$ cat src/rtl/div_pkg.sv
// Shared types and constants for the sequential 64-bit divider.
// Holds the FSM encoding and the two's-complement helper.
package div_pkg;

  typedef enum logic [1:0] {
    IDLE,
    CALC,
    FIX,
    DONE
  } div_state_e;

  localparam int DIV_ITERS = 64;

  localparam logic [63:0] INT_MIN_64 =
    64'h8000_0000_0000_0000;

  localparam logic [63:0] ALL_ONES_64 =
    64'hFFFF_FFFF_FFFF_FFFF;

  function automatic logic [63:0] neg64(
    input logic [63:0] x
  );
    return ~x + 64'd1;
  endfunction

endpackage

$ cat src/rtl/div_64_seq_add.sv
// 64-bit ripple-carry adder shared with the execute datapath.
// Overflow is the carry into vs. out of the sign bit.
module ADD_64 (
  input  logic [63:0] A,
  input  logic [63:0] B,
  input  logic        Cin,
  output logic [63:0] Sum,
  output logic        Cout,
  output logic        Overflow
);

  logic [64:0] c;

  assign c[0] = Cin;

  for (genvar i = 0; i < 64; i++) begin : g_fa
    assign Sum[i] = A[i] ^ B[i] ^ c[i];
    assign c[i+1] = (A[i] & B[i]) |
                    (c[i] & (A[i] ^ B[i]));
  end

  assign Cout     = c[64];
  assign Overflow = c[64] ^ c[63];

endmodule

$ cat src/rtl/div_64_seq.sv
// Restoring 64-bit divider for DIV/DIVU/REM/REMU.
// One trial subtraction per cycle through ADD_64, fixed latency.
module div_64_seq
  import div_pkg::*;
#(
  parameter int WIDTH = 64
) (
  input  logic             clk,
  input  logic             rst_n,
  input  logic             start,
  input  logic             is_signed,
  input  logic [WIDTH-1:0] dividend,
  input  logic [WIDTH-1:0] divisor,
  output logic             busy,
  output logic             done,
  output logic [WIDTH-1:0] quotient,
  output logic [WIDTH-1:0] remainder,
  output logic             div_by_zero
);

  div_state_e state_q, state_d;

  logic [63:0] q_q;
  logic [63:0] d_q;
  logic [63:0] r_q;
  logic [63:0] dvd_q;
  logic [5:0]  cnt_q;
  logic        q_neg_q;
  logic        r_neg_q;
  logic        dz_q;
  logic        ovf_q;

  logic [63:0] quot_q;
  logic [63:0] rem_q;
  logic        dbz_q;

  logic [63:0] r_sh;
  logic [63:0] diff;
  logic        cout;
  logic        ge;
  logic        unused_ovf;

  logic        a_neg;
  logic        b_neg;
  logic [63:0] q_fix;
  logic [63:0] r_fix;

  assign a_neg = is_signed & dividend[63];
  assign b_neg = is_signed & divisor[63];

  // q_q doubles as the dividend shift register
  assign r_sh = {r_q[62:0], q_q[63]};

  ADD_64 u_add (
    .A        (r_sh),
    .B        (~d_q),
    .Cin      (1'b1),
    .Sum      (diff),
    .Cout     (cout),
    .Overflow (unused_ovf)
  );

  // A bit shifted out of r_q means r_sh >= 2^64 > divisor
  assign ge = cout | r_q[63];

  always_comb begin
    state_d = state_q;
    busy    = 1'b0;
    done    = 1'b0;
    unique case (state_q)
      IDLE: begin
        if (start) state_d = CALC;
      end
      CALC: begin
        busy = 1'b1;
        if (cnt_q == 6'(DIV_ITERS - 1))
          state_d = FIX;
      end
      FIX: begin
        busy    = 1'b1;
        state_d = DONE;
      end
      DONE: begin
        done    = 1'b1;
        state_d = IDLE;
      end
      default: state_d = IDLE;
    endcase
  end

  always_comb begin
    q_fix = q_neg_q ? neg64(q_q) : q_q;
    r_fix = r_neg_q ? neg64(r_q) : r_q;
    unique case (1'b1)
      dz_q: begin
        q_fix = ALL_ONES_64;
        r_fix = dvd_q;
      end
      ovf_q: begin
        q_fix = INT_MIN_64;
        r_fix = 64'd0;
      end
      default: ;
    endcase
  end

  always_ff @(posedge clk or negedge rst_n) begin
    if (!rst_n) state_q <= IDLE;
    else        state_q <= state_d;
  end

  always_ff @(posedge clk or negedge rst_n) begin
    if (!rst_n) begin
      q_q     <= '0;
      d_q     <= '0;
      r_q     <= '0;
      dvd_q   <= '0;
      cnt_q   <= '0;
      q_neg_q <= 1'b0;
      r_neg_q <= 1'b0;
      dz_q    <= 1'b0;
      ovf_q   <= 1'b0;
      quot_q  <= '0;
      rem_q   <= '0;
      dbz_q   <= 1'b0;
    end else begin
      unique case (state_q)
        IDLE: begin
          if (start) begin
            q_q     <= a_neg ? neg64(dividend)
                             : dividend;
            d_q     <= b_neg ? neg64(divisor)
                             : divisor;
            r_q     <= '0;
            cnt_q   <= '0;
            dvd_q   <= dividend;
            q_neg_q <= a_neg ^ b_neg;
            r_neg_q <= a_neg;
            dz_q    <= (divisor == 64'd0);
            ovf_q   <= is_signed &&
                       dividend == INT_MIN_64 &&
                       divisor == ALL_ONES_64;
          end
        end
        CALC: begin
          r_q   <= ge ? diff : r_sh;
          q_q   <= {q_q[62:0], ge};
          cnt_q <= cnt_q + 6'd1;
        end
        FIX: begin
          quot_q <= q_fix;
          rem_q  <= r_fix;
          dbz_q  <= dz_q;
        end
        default: ;
      endcase
    end
  end

  assign quotient    = quot_q;
  assign remainder   = rem_q;
  assign div_by_zero = dbz_q;

endmodule

$ cat config.mk
export PLATFORM = sky130hd
export DESIGN_NAME = div_64_seq
export DESIGN_NICKNAME = d
export VERILOG_FILES = /design/src/rtl/div_pkg.sv /design/src/rtl/div_64_seq_add.sv /design/src/rtl/div_64_seq.sv
export SDC_FILE = /design/constraint.sdc
export NUM_CORES = 1
export LEC_CHECK = 0
export CELL_PAD_IN_SITES_DETAIL_PLACEMENT = 0
export CELL_PAD_IN_SITES_GLOBAL_PLACEMENT = 1
export CORE_ASPECT_RATIO = 1.2
export CORE_MARGIN = 1.5
export CORE_UTILIZATION = 42
export DETAILED_ROUTE_END_ITERATION = 7
export GPL_TIMING_DRIVEN = 0
export PLACE_DENSITY = 0.75
export SLEW_MARGIN = 20
export SYNTH_ARGS = -nofsm -noshare
export SYNTH_HDL_FRONTEND = slang
export SYNTH_HIERARCHICAL = 1
export SYNTH_SLANG_ARGS = --single-unit
$ cat constraint.sdc
create_clock -name clk -period 31 [get_ports clk]
set_input_delay 7.75 -clock clk [delete_from_list [all_inputs] [get_ports clk]]
set_output_delay 7.75 -clock clk [all_outputs]
set_load 0.01 [all_outputs]
# == Yosys cells after proc, flatten, opt, wreduce, memory -nomap -nowiden ==
# Index checks and enable logic that the tools add are counted.
# totals
ff_bits,397
# classes
n_addsub,5
eq_ne,8
muxes,18
bitwise_logic,328
n_reduce_logical,9
# op_table
op,n
$pmux 64 s2,4
$mux 64,7
$not 64->64,5
$add 64x1->64 const B,4
$and 1x1->1,129
$eq 64x64->1 const B,2
$xor 1x1->1,128
$or 1x1->1,65
$logic_not 64->1,1
$pmux 6 s2,1
$pmux 2 s4,1
$add 6x1->6 const B,1
$eq 6x6->1 const B,1
$mux 6,1
$reduce_and 2->1,3
$eq 2x2->1 const B,2
$mux 2,2
$ne 2x2->1 const B,2
$eq 2x1->1 const B,1
$logic_and 1x1->1,2
$logic_not 2->1,1
$mux 1,2
$reduce_bool 2->1,1
$reduce_or 2->1,1
$not 1->1,1

# == Depth between registers and ports, before layout ==
# depth
depth_word,132
mapped_depth,75

# == By module ==
# Netlist, hierarchy kept.
# by_module_without_submodules
module,n_inst,cells_per_inst,area_per_inst_um2,seq_area_each_um2
div_64_seq,1,2477,22432.8,9934.5
ADD_64,1,75,1327.5,0.0

# == Worst setup path before layout ==
# No wires, ideal clock.
# synth_timing
kind,register to register
from,register q_q[63]
to,register r_q[17]
setup_ns,0.133
arrival_ns,25.801
t_required_ns,30.867
path_slack_ns,5.066
path_stages_with_launch,74
path_buffers,2
path_cell_list,dfrtp_1 -> fa_1 -> fa_1 -> fa_1 -> fa_1 -> fa_1 -> fa_1 -> fa_1 -> fa_1 -> fa_1 -> fa_1 -> fa_1 -> fa_1 -> fa_1 -> fa_1 -> fa_1 -> fa_1 -> inv_1 -> (+38 left out) -> fa_1 -> fa_1 -> fa_1 -> fa_1 -> fa_1 -> fa_1 -> fa_1 -> fa_1 -> fa_1 -> fa_1 -> inv_1 -> fa_1 -> inv_1 -> nor2_1 -> buf_1 -> buf_1 -> mux2i_1 -> o21ai_0
# synth_between
elab_chain_cells,131
# synth_lines
item,line,rtl
"start, declared",div_64_seq.sv:23,logic [63:0] q_q;
"start signal, assigned",div_64_seq.sv:130,q_q <= a_neg ? neg64(dividend)
"start signal, assigned",div_64_seq.sv:147,"q_q <= {q_q[62:0], ge};"
$and 1x1->1 or $xor 1x1->1 (tied branches),"div_64_seq_add.sv:18, div_64_seq_add.sv:19",
$or 1x1->1 (*),div_64_seq_add.sv:18,assign c[i+1] = (A[i] & B[i]) |
$and 1x1->1 (*),div_64_seq_add.sv:19,(c[i] & (A[i] ^ B[i]));
$or 1x1->1 (*),div_64_seq_add.sv:18,
$and 1x1->1 (*),div_64_seq_add.sv:19,
$or 1x1->1 (*),div_64_seq_add.sv:18,
$and 1x1->1 (*),div_64_seq_add.sv:19,
$or 1x1->1 (*),div_64_seq_add.sv:18,
(+116 left out),n/a,
$and 1x1->1 (*),div_64_seq_add.sv:19,
$or 1x1->1 (*),div_64_seq_add.sv:18,
$and 1x1->1 (*),div_64_seq_add.sv:19,
$or 1x1->1 (*),div_64_seq_add.sv:18,
named net cout,div_64_seq.sv:39,logic cout;
$or 1x1->1 (*),div_64_seq.sv:64,assign ge = cout | r_q[63];
$mux 64 (*),div_64_seq.sv:146,r_q <= ge ? diff : r_sh;
$pmux 64 s2 (*),div_64_seq.sv:127,unique case (state_q)
"end signal, assigned",div_64_seq.sv:146,
"end, declared",div_64_seq.sv:25,logic [63:0] r_q;
# The timed path passes the listed nets; every way through them passes the cells marked *.
# A chain may end at the register's enable or synchronous reset.

# == Worst setup path after layout ==
# layout_timing
from,register q_q[63]
to,register r_q[0]
# The elaborated chain is that of the path after synthesis.

==> metrics.cfg <==
[floorplanning]
rows=95
start_util=0.4242
dieWidth_um=220.1
pin_count=263
coreArea_mm2=0.05598
fp.dieH_um=263.5
dieArea_mm2=0.05799

[power_and_ir_drop]
p_int_mw=1.701
switchingPower_mw=1.325
sw_frac_of_total=0.4380
power.density_mw_per_mm2=105.1
clkPwrFrac=0.170
leakage_nw=11.64
peakVddDrop_v=0.00005459
seqPwrFrac=0.332
p_comb_frac=0.498

[worst_setup_path]
cpPeakStageDelay_ps=740
cp_slowest_cell=buf_1
startpoint_type=register
path_common_cell=fa_1
crit_path_max_fanout=10
critPathKind=register to register
crit_arrival_ps=28370
end_kind=register
worst_ep_required_time_ps=31440
crit_buf_inv=6
cp_top_family=adder cells

[route]
drt-vias-per-instance=5.604
post_drt_wl_per_cell_um=23.08
initialDrtViolationCount=1178
wl_mm=83.63
drcViolationCount=0
drt-pass1-iter-count=5
vias=20310
ant_nets=0

[sta]
fin_setup_tns_ps=0
slew_violations=0
finalSetupViolations=0
worst-slew-pin-transition_ps=1137
rsz0062_at_grt=no
hold_violations=0
relSlewSlack=0.2422
max_freq_mhz=35.80
fin_crit_sh=0.9010
period_needed_ps=27930
final.setup_skew_ps=18.91

[synthesis]
avgSynthCellArea_um2=9.311
synth_fp_nets=2757
synth_area_mm2=0.02375
synth_cells=2551
yosysWarningCount=6

[place]
place.gp.congestion=0.9401
port_buffers=261
post-dp-hpwl_mm=67.67
postPlaceCellArea_mm2=0.02740

[clocking]
clock_sink_count=397
holdBufCountCts=0
tritoncts=done
cts_resized=0
cts_buffer_depth=3
post-cts-setup-buffer-count=0
clock_tree.root_cell=clkbuf_16
cts_buffers=45
clock_latency_ps=590
cts.clk_slew.worst_paths_ps=60
htree_levels=2

[cells_and_area]
final_cell_area_mm2=0.02880
area_delta_synth_final_pct=21.27
multi_input_area_mm2=0.01264
nNetsFinal=3069
nFillCells=5349
layout-drive-gt1-share=0.06526
seq_area_mm2=0.009935

[grt]
track_usage=0.2917
first_global_vias=21060
grt_max_degree=95
grt-ovfl-total=0
grt_pass1_wl_mm=127.8
antenna_found_initial=1

[outcome]
status=complete, no violations

[job]
drv_cap=0

[min_path]
worstHoldPathType=register to register

sequential cells by signal, indices dropped and copies added (netlist names):
| signal | count |
|---|---|
| r_q | 64 |
| dvd_q | 64 |
| div_by_zero | 1 |
| remainder | 64 |
| quotient | 64 |
| q_neg_q | 1 |
| d_q | 64 |
| cnt_q | 6 |
| q_q | 64 |
| r_neg_q | 1 |
| ovf_q | 1 |
| state_q | 2 |
| dz_q | 1 |
cell type report:
class	instances	share of cell area
Sequential cell	397	0.3449
Timing Repair Buffer	265	0.09470
Multi-Input combinational cell	1843	0.4389
Buffer	150	0.02024
Tap cell	727	0.03158
Clock inverter	18	0.003823
Clock buffer	62	0.04479
Inverter	161	0.02098
Antenna cell	1	0.00008688
per-layer routing:
metal / share of wire / global-route usage
met5: 0 / 0
met4: 0.048 / 0.1331
met3: 0.041 / 0.03385
met2: 0.53 / 0.5318
met1: 0.38 / 0.3375
cells in the final DEF (no fill, tap or decap), drive strengths merged, types with 3 or more instances in the layout:
cell	instances
a31oi	33
or3	53
xnor2	82
dfrtp	397
nand2	286
o221ai	58
nor4	37
or4	34
and3	7
a21oi	125
nand2b	8
or3b	3
a22oi	10
clkbuf	187
nor2b	23
fa	64
o41ai	33
buf	30
nand4	31
ha	10
xor2	163
o21ai	329
mux2	53
clkdlybuf4s50	260
and2	7
clkinv	14
o31ai	57
nor3	41
o22ai	25
nand3	30
or2	12
mux2i	73
nor2	127
inv	163
a41oi	4
o22a	5
final timing paths:
check                           cells past startpoint  slack (ps)    start      endpoint
worst max-delay path                               73        3070  q_q[63]        r_q[0]
worst min-delay path                                2         480  d_q[28]       d_q[28]
worst max register to register                     73        3070  q_q[63]        r_q[0]
worst min register to register                      2         480  d_q[28]       d_q[28]
max in group asynchronous                           3       22560    rst_n       r_q[41]
min in group asynchronous                           1        7120    rst_n  quotient[29]
worst register-to-register path: cells and delay by family, from the launching register on:
family	cells	cell delay, ps
fa+ha+maj	64	24980
buf+inv	6	1630
compound gates	1	90
flops	1	520
mux	1	300
simple gates	1	210
power groups by stage:
stage | combinational (mW) | sequential (mW) | clock [mW]
5_1_grt | 1.68 | 1.04 | 0.545
3_5_place_dp | 1.51 | 1.01 | 0
6_report | 1.51 | 1.01 | 0.515
2_1_floorplan | 0.929 | 0.964 | 0
3_3_place_gp | 1.48 | 1.01 | 0
4_1_cts | 1.52 | 1.00 | 0.523
per-stage QoR:
stage | util | hold slack, ps | setup slack, ps | power [mW] | std cells
final | 0.5145 | 478.1 | 3070 | 3.026 | 3624
after global routing | 0.5144 | 496.3 | 2236 | 3.262 | 3623
after CTS | 0.5143 | 482.3 | 3107 | 3.044 | 3623
after detailed placement | 0.4893 | 470.4 | 3104 | 2.524 | 3543
after global placement | 0.4872 | 464.9 | 3195 | 2.484 | 3539
after floorplan | - | 449.8 | 5169 | 1.893 | 2551
Power figures use the tool's default switching activity.
